--- src/rtl/y_coordinate_scan_read.sv ---
// y_coordinate_scan_read: snapshots a packed board row and streams each point with its y
// over valid/ready, flagging the first WIN_LEN run of same-colour stones.
module y_coordinate_scan_read #(
    parameter int POINTS  = 16,
    parameter int INFO_W  = 2,
    parameter int WIN_LEN = 5,
    localparam int YW = $clog2(POINTS),
    localparam int RW = $clog2(POINTS + 1)
) (
    input  logic                     clock,
    input  logic                     reset,
    input  logic [POINTS*INFO_W-1:0] row_in,
    input  logic                     start,
    output logic                     busy,
    output logic                     out_valid,
    input  logic                     out_ready,
    output logic [INFO_W-1:0]        out_info,
    output logic [YW-1:0]            out_y,
    output logic                     out_last,
    output logic                     done,
    output logic                     win_found,
    output logic [INFO_W-1:0]        win_color,
    output logic [YW-1:0]            win_end_y
);
    typedef enum logic [1:0] {IDLE, SCAN, DONE} state_t;

    state_t                   state, state_next;
    logic [POINTS*INFO_W-1:0] snap;
    logic [YW-1:0]            y;
    logic [RW-1:0]            run, run_next;
    logic [INFO_W-1:0]        prev, info;
    logic                     accept, is_color, last, launch;

    always_ff @(posedge clock or posedge reset) begin
        if (reset) state <= IDLE;
        else       state <= state_next;
    end

    always_comb begin
        state_next = state == IDLE ? (start ? SCAN : IDLE)
                   : state == SCAN ? (accept && last ? DONE : SCAN)
                   : IDLE;
        launch     = state == IDLE && start;
        info       = snap[y*INFO_W +: INFO_W];
        last       = y == YW'(POINTS - 1);
        out_valid  = state == SCAN;
        busy       = state != IDLE;
        done       = state == DONE;
        accept     = out_valid && out_ready;
        out_info   = out_valid ? info : '0;
        out_y      = out_valid ? y : '0;
        out_last   = out_valid && last;
        // reserved code 11 and empty both break a run
        is_color   = info == INFO_W'(1) || info == INFO_W'(2);
        run_next   = !is_color ? '0
                   : info != prev ? RW'(1)
                   : run == RW'(POINTS) ? run : run + 1'b1;
    end

    always_ff @(posedge clock or posedge reset) begin
        if (reset) begin
            snap      <= '0;
            y         <= '0;
            run       <= '0;
            prev      <= '0;
            win_found <= 1'b0;
            win_color <= '0;
            win_end_y <= '0;
        end else if (launch) begin
            snap      <= row_in;
            y         <= '0;
            run       <= '0;
            prev      <= '0;
            win_found <= 1'b0;
            win_color <= '0;
            win_end_y <= '0;
        end else if (accept) begin
            if (!last) y <= y + 1'b1;
            run  <= run_next;
            prev <= info;
            if (!win_found && run_next == RW'(WIN_LEN)) begin
                win_found <= 1'b1;
                win_color <= info;
                win_end_y <= y;
            end
        end
    end
endmodule

--- config.mk ---
export PLATFORM = sky130hd
export DESIGN_NAME = y_coordinate_scan_read
export DESIGN_NICKNAME = d
export VERILOG_FILES = /design/src/rtl/y_coordinate_scan_read.sv
export SDC_FILE = /design/constraint.sdc
export NUM_CORES = 1
export LEC_CHECK = 0
export BUFFER_PORTS_ARGS = -buffer_cell sky130_fd_sc_hd__buf_2
export CORE_MARGIN = 8
export CORE_UTILIZATION = 48
export DETAILED_ROUTE_END_ITERATION = 6
export GPL_ROUTABILITY_DRIVEN = 0
export GPL_TIMING_DRIVEN = 1
export MAX_ROUTING_LAYER = met4
export PLACE_DENSITY = 0.71
export SLEW_MARGIN = 20
export SYNTH_ARGS = -nofsm -noshare
export SYNTH_HDL_FRONTEND = slang
export SYNTH_SLANG_ARGS = --single-unit
--- constraint.sdc ---
create_clock -name clock -period 6.8 [get_ports clock]
set_input_delay 0.68 -clock clock [delete_from_list [all_inputs] [get_ports clock]]
set_output_delay 0.68 -clock clock [all_outputs]
set_load 0.02 [all_outputs]
==> results of run 1 <==
[through the flow]
| stage | area [um^2] | setup slack [ps] | utilization (%) |
|---|---|---|---|
| 2_1_floorplan | 2680 | 4520 | - |
| 3_3_place_gp | 2960 | 3990 | 54.5 |
| 3_5_place_dp | 2960 | 3830 | 54.5 |
| 4_1_cts | 3120 | 3800 | 57.4 |
| 5_1_grt | 3120 | 3660 | 57.4 |
| 6_report | 3120 | 3840 | 57.4 |
[cell families after synthesis]
logic type | share of synthesized area (%)
buffers and inverters | 4.62
adder cells (fa/ha/maj) | 1.40
flip-flops | 48.5
AO/OA/AOI/OAI | 9.04
multiplexers | 11.8
AND/OR/NAND/NOR | 22.3
XOR/XNOR | 2.28
[critical path, stage by stage (launching register included)]
cell,delay (ps)
dfrtp_1,700
mux4_1,680
mux2i_4,180
mux2_4,210
nor2_1,40
buf_2,170
[placed cells by master (no fill, tap or decap), types with 4 or more instances in the layout]
cell type / n
nand2_1: 106
buf_2: 52
dfrtp_1: 52
nor2_1: 19
inv_1: 7
xnor2_1: 7
mux4_2: 7
a21oi_1: 6
nand3_1: 5
clkbuf_8: 5
mux2i_1: 4
o211ai_2: 4
[per-layer routing]
| metal | vias to the layer above | track usage (%) | wire, um |
|---|---|---|---|
| met4 | 0 | 4.64 | 85 |
| met3 | 9 | 3.91 | 342 |
| li1 | 1010 | - | - |
| met5 | - | - | 0 |
| met2 | 63 | 21.6 | 2540 |
| met1 | 976 | 18.6 | 2680 |
[synth_stat cells]
cell,count
nor2b_1,3
mux4_1,1
nor2_1,19
nor3b_1,1
a21o_1,2
o211ai_1,2
mux4_2,7
buf_6,4
nand2_1,106
and3_1,2
inv_1,8
mux2i_1,4
mux2i_4,3
o21a_1,1
and2_1,2
nand4_1,1
a22o_1,2
nand3_1,5
o31a_1,1
or4_1,1
dfrtp_1,52
o211ai_2,4
a21oi_2,2
or3_1,1
clkbuf_1,11
o41ai_1,2
nand2b_1,3
mux2_1,1
xnor2_1,7
inv_2,2
o21ai_0,3
o41ai_2,3
mux2_4,1
nand3b_1,2
ha_1,3
a21oi_1,6
[power groups by stage]
stage | Sequential [W] | Clock (W) | Combinational, W
2_1_floorplan | 0.000472 | 0 | 0.000524
3_3_place_gp | 0.000513 | 0 | 0.000583
3_5_place_dp | 0.000516 | 0 | 0.000599
4_1_cts | 0.000511 | 0.000291 | 0.000601
5_1_grt | 0.000526 | 0.000302 | 0.000656
6_report | 0.000508 | 0.000286 | 0.000597
[path summary, 6_finish.rpt]
kind                                startpoint                       end  slack [ps]  cells past startpoint
min in group asynchronous                reset        state[1]$_DFF_PP0_         510                      2
min reg2reg                snap[7]$_DFFE_PP0P_       snap[7]$_DFFE_PP0P_         480                      2
max reg2reg                   y[1]$_DFFE_PP0P_  win_color[1]$_DFFE_PP0P_        3840                      7
max in group asynchronous                reset  win_end_y[3]$_DFFE_PP0P_        5750                      2
max                           y[1]$_DFFE_PP0P_               out_info[1]        3840                      5
min                        snap[7]$_DFFE_PP0P_       snap[7]$_DFFE_PP0P_         480                      2
[final cells by class]
type	instances	area [um^2]
clock buffer	5	68.8
clock inverter	3	90.1
fill	479	2320
inverter	10	38.8
multi-input combinational	201	1260
sequential	52	1300
tap	72	90.1
timing repair buffer	54	275
[registers in the layout, summed over array words and instances (netlist names)]
register and count:
win_found 1, snap 32, y 4, win_end_y 4, run 5, state 2
win_color 2, prev 2
==> results.yml, run 1 <==
setup_path:
  crit_required_ps: 6120
  worstSetupPathType: "flip-flop to output port"
  endpoint_kind: "output port"
  cp_max_fo: 12
  critPathLaunchType: "flip-flop"
  cp.arrival_ps: 2280
sta:
  timing.fmax_mhz: 337
  final.setup_skew_ps: 9.58
  whs_ps: 480
  period_share_pct: 43.6
  setup_viol: 0
  rsz0062_at_grt: "no"
  worst_pin_slew_ps: 879
  slew-limit-headroom_pct: 41.4
  setup_tns_ps: 0
  finalCriticalPeriod_ps: 2960
  report.final.slew_viol_count: 0
  hold_viol: 0
floorplan:
  dieArea_um2: 8240
  die_y_um: 90.8
  core_area_um2: 5440
  io_pins: 53
  dieWidth_um: 90.8
  start_util_pct: 49.3
  rows: 27
drt:
  via_per_inst: 5.18
  via_count: 2058
  drt-total-wl_um: 5650
  wl_per_cell_um: 14.2
  drc: 0
  drt-initial-drc-count: 113
  drtAntennaViolNets: 0
  drt-pass1-iter-count: 4
synth:
  syn_nets: 317
  synth.top_cell.area_share_pct: 48.5
  synth.cell_area_um2: 2680
  synthDistinctLibCells: 36
  yosysSeqAreaShare_pct: 48.5
  syn_area_per_cell_um2: 9.65
  ys_ff_latch: 52
  synthCells: 278
  synthTopCellsByArea: "dfrtp_1, nand2_1, mux4_2"
  yosysWarningCount: 0
  synth_top_cell_by_area: "dfrtp_1"
power:
  switchingPower_w: 0.000528
  pwr-share-clk_pct: 20.6
  switching_share_pct: 37.9
  p_leak_nw: 1.60
  p_comb_share_pct: 42.9
  ir_drop_v: 0.000200
  powerDensity_nw_per_um2: 446
  total_power_w: 0.00139
  p_seq_share_pct: 36.5
  p_int_w: 0.000864
clocking:
  htreeDepth: 2
  cts_setup_buffers: 0
  clockBufferDepth: 2
  numCtsBuffers: 5
  root_buffer: "clkbuf_8"
  cts_tree: "done"
  clock_latency_ps: 300
  cts_hold_buffers: 0
  clock_sink_count: 52
  clk_pin_slew_ps: 90
  cts.repair.resized: 0
global_routing:
  grt_pass1_wl_um: 9680
  grt_max_degree: 53
  grt_usage_pct: 14.4
  grt_overflow: 0
  grt_pass1_vias: 2060
  antenna_found_initial: 0
placement:
  place.port_buffers: 52
  post-place-cells: 389
  dpl.hpwl_um: 4010
layout:
  drive_above_1_share_pct: 26.2
  finalNetCount: 363
  syn2layout_area_growth_pct: 16.4
  layout.cells.non_filler: 397
  diodes: 0
job:
  cap_violations: 0
run_status:
  outcome: "complete, no violations"
worst_hold_path:
  hp-class: "flip-flop to flip-flop"
(Power assumes the default switching activity.)
==> inputs of run 2 (changes only) <==
==> constraint.sdc (replaced) <==
create_clock -name clock -period 2.8 [get_ports clock]
set_input_delay 0.28 -clock clock [delete_from_list [all_inputs] [get_ports clock]]
set_output_delay 0.28 -clock clock [all_outputs]
set_load 0.02 [all_outputs]
==> run 2 against run 1 <==
Compared with the run above:
- the flow now finishes with violations (negative hold slack)
- hold slack got worse by 480 ps
- cell area decreased by 0.72%
- sequential cell count is the same
- cell count is 1.5% higher
- routed wire length up 2.2%
- clock skew is 1.0 ps lower
- sequential share of layout area up 0.30 points
- sequential power increased by 140%
- non-clock buffer count up 6
- power is 130% higher
- critical endpoint is now win_color[1]$_DFFE_PP0P_
==> results.yml, run 2 (same netlist as run 1, synthesis figures left out) <==
drt:
  drt-initial-drc-count: 59
  drtAntennaViolNets: 0
  drc: 0
  wl_per_cell_um: 14.3
  via_per_inst: 5.08
  drt-total-wl_um: 5780
  drt-pass1-iter-count: 4
  via_count: 2046
setup_path:
  critical-path-top-delay-family: "multiplexers"
  cp_max_fo: 12
  critPathLaunchType: "flip-flop"
  slowest_delay_ps: 540
  cp.arrival_ps: 2780
  path_buf_inv: 2
  crit_required_ps: 2980
  worstSetupPathType: "flip-flop to flip-flop"
  crit_slowest_cell: "mux4_2"
  endpoint_kind: "flip-flop"
  crit_chain: "buf_4 > mux4_2 > mux2i_4 > mux2_1 > nand3b_1 > a21o_1 > buf_4 > o21ai_0 > a21oi_2"
  cp_common_cell: "buf_4"
global_routing:
  grt_usage_pct: 15.1
  grt_max_degree: 36
  grt_overflow: 0
  antenna_found_initial: 0
  grt_pass1_vias: 2095
  grt_pass1_wl_um: 10000
layout:
  num-fill-cells: 483
  syn2layout_area_growth_pct: 15.5
  finalNetCount: 369
  top_register: "snap"
  diodes: 0
  top_regs: "snap: 32 flops, run: 5 flops"
  drive_above_1_share_pct: 27.5
  final_common_cell: "nand2_1"
  largest_reg_flops: 32
  final_core_util_pct: 57.0
  mostFrequentLayoutCells: "nand2_1, buf_2, dfrtp_1"
clocking:
  cts_setup_buffers: 0
  clk_pin_slew_ps: 100
  htreeDepth: 2
  cts_hold_buffers: 0
  root_buffer: "clkbuf_8"
  clock_latency_ps: 310
  clock_sink_count: 52
  cts_tree: "done"
  numCtsBuffers: 5
  clockBufferDepth: 2
  cts.repair.resized: 0
sta:
  setup_viol: 0
  worst_pin_slew_ps: 580
  hold_viol: 2
  period_share_pct: 92.8
  whs_ps: -0.177
  setup_tns_ps: 0
  report.final.slew_viol_count: 0
  timing.fmax_mhz: 385
  final.setup_skew_ps: 8.54
  slew-limit-headroom_pct: 61.2
  finalCriticalPeriod_ps: 2600
  layout_setup_ws_ps: 201
  rsz0062_at_grt: "no"
power:
  p_leak_nw: 1.60
  ir_drop_v: 0.000425
  powerDensity_nw_per_um2: 1030
floorplan:
  io_pins: 53
  dieWidth_um: 90.8
  start_util_pct: 49.3
  rows: 27
  dieArea_um2: 8240
  core_area_um2: 5440
  die_y_um: 90.8
run_status:
  failed_checks: "negative hold slack"
  outcome: "complete, but fails checks"
placement:
  post-place-ws_ps: 198
  dpl.hpwl_um: 4240
  place.port_buffers: 52
job:
  cap_violations: 0
worst_hold_path:
  hp-class: "input pin to asynchronous set/reset pin"
[run 2: cell count changes in the layout (fill, tap and decap cells not counted)]
cell,change
clkinv_2,+1
clkbuf_8,+1
inv_2,+1
bufinv_16,-3
buf_4,+6
[run 2: final timing paths]
| check | from | end | slack, ps | cells after the start |
|---|---|---|---|---|
| max in group asynchronous | reset | snap[2]$_DFFE_PP0P_ | 2030 | 3 |
| setup / recovery | y[1]$_DFFE_PP0P_ | win_color[1]$_DFFE_PP0P_ | 200 | 9 |
| min in group clock | row_in[30] | snap[30]$_DFFE_PP0P_ | 160 | 3 |
| hold / removal | reset | y[2]$_DFFE_PP0P_ | -0.2 | 2 |
| setup reg to reg | y[1]$_DFFE_PP0P_ | win_color[1]$_DFFE_PP0P_ | 200 | 9 |
| hold reg to reg | snap[26]$_DFFE_PP0P_ | snap[26]$_DFFE_PP0P_ | 480 | 2 |
[run 2: routing by layer]
layer / up-vias / wire [um] / track usage [%]
li1: 1018 / - / -
met5: - / 0 / -
met2: 54 / 2610 / 22.0
met4: 0 / 60 / 4.50
met1: 966 / 2840 / 20.1
met3: 8 / 266 / 3.99
[run 2: power by group]
| group | switching (W) | internal, W | leakage (nW) |
|---|---|---|---|
| sequential | 0.000179 | 0.00102 | 0.666 |
| combinational | 0.000860 | 0.000688 | 0.880 |
| clock | 0.000249 | 0.000198 | 0.0510 |
[run 2: layout make-up]
type / count / area (um^2) / share of cell area [%]
sequential: 52 / 1300 / 42.0
multi-input combinational: 201 / 1260 / 40.6
timing repair buffer: 60 / 320 / 10.3
tap: 72 / 90.1 / 2.91
clock buffer: 6 / 82.6 / 2.66
inverter: 10 / 37.5 / 1.21
clock inverter: 2 / 10.0 / 0.323
[run 2: per-stage QoR]
stage               total power [W]  cells  instance area, um^2  hold slack (ps)
finish                      0.00319    403                 3100           -0.177
CTS                         0.00322    403                 3100             17.5
detailed placement          0.00277    395                 3010              355
global placement            0.00273    395                 3010              341
floorplan                   0.00242    278                 2680              385
global route                0.00345    403                 3100             34.6
[run 2: worst reg2reg max path, delay by kind of cell, from the launching register on]
kind	cells	cell delay, ps
mux	3	950
flops	1	520
simple gates	1	120
buf+inv	2	410
compound gates	3	470
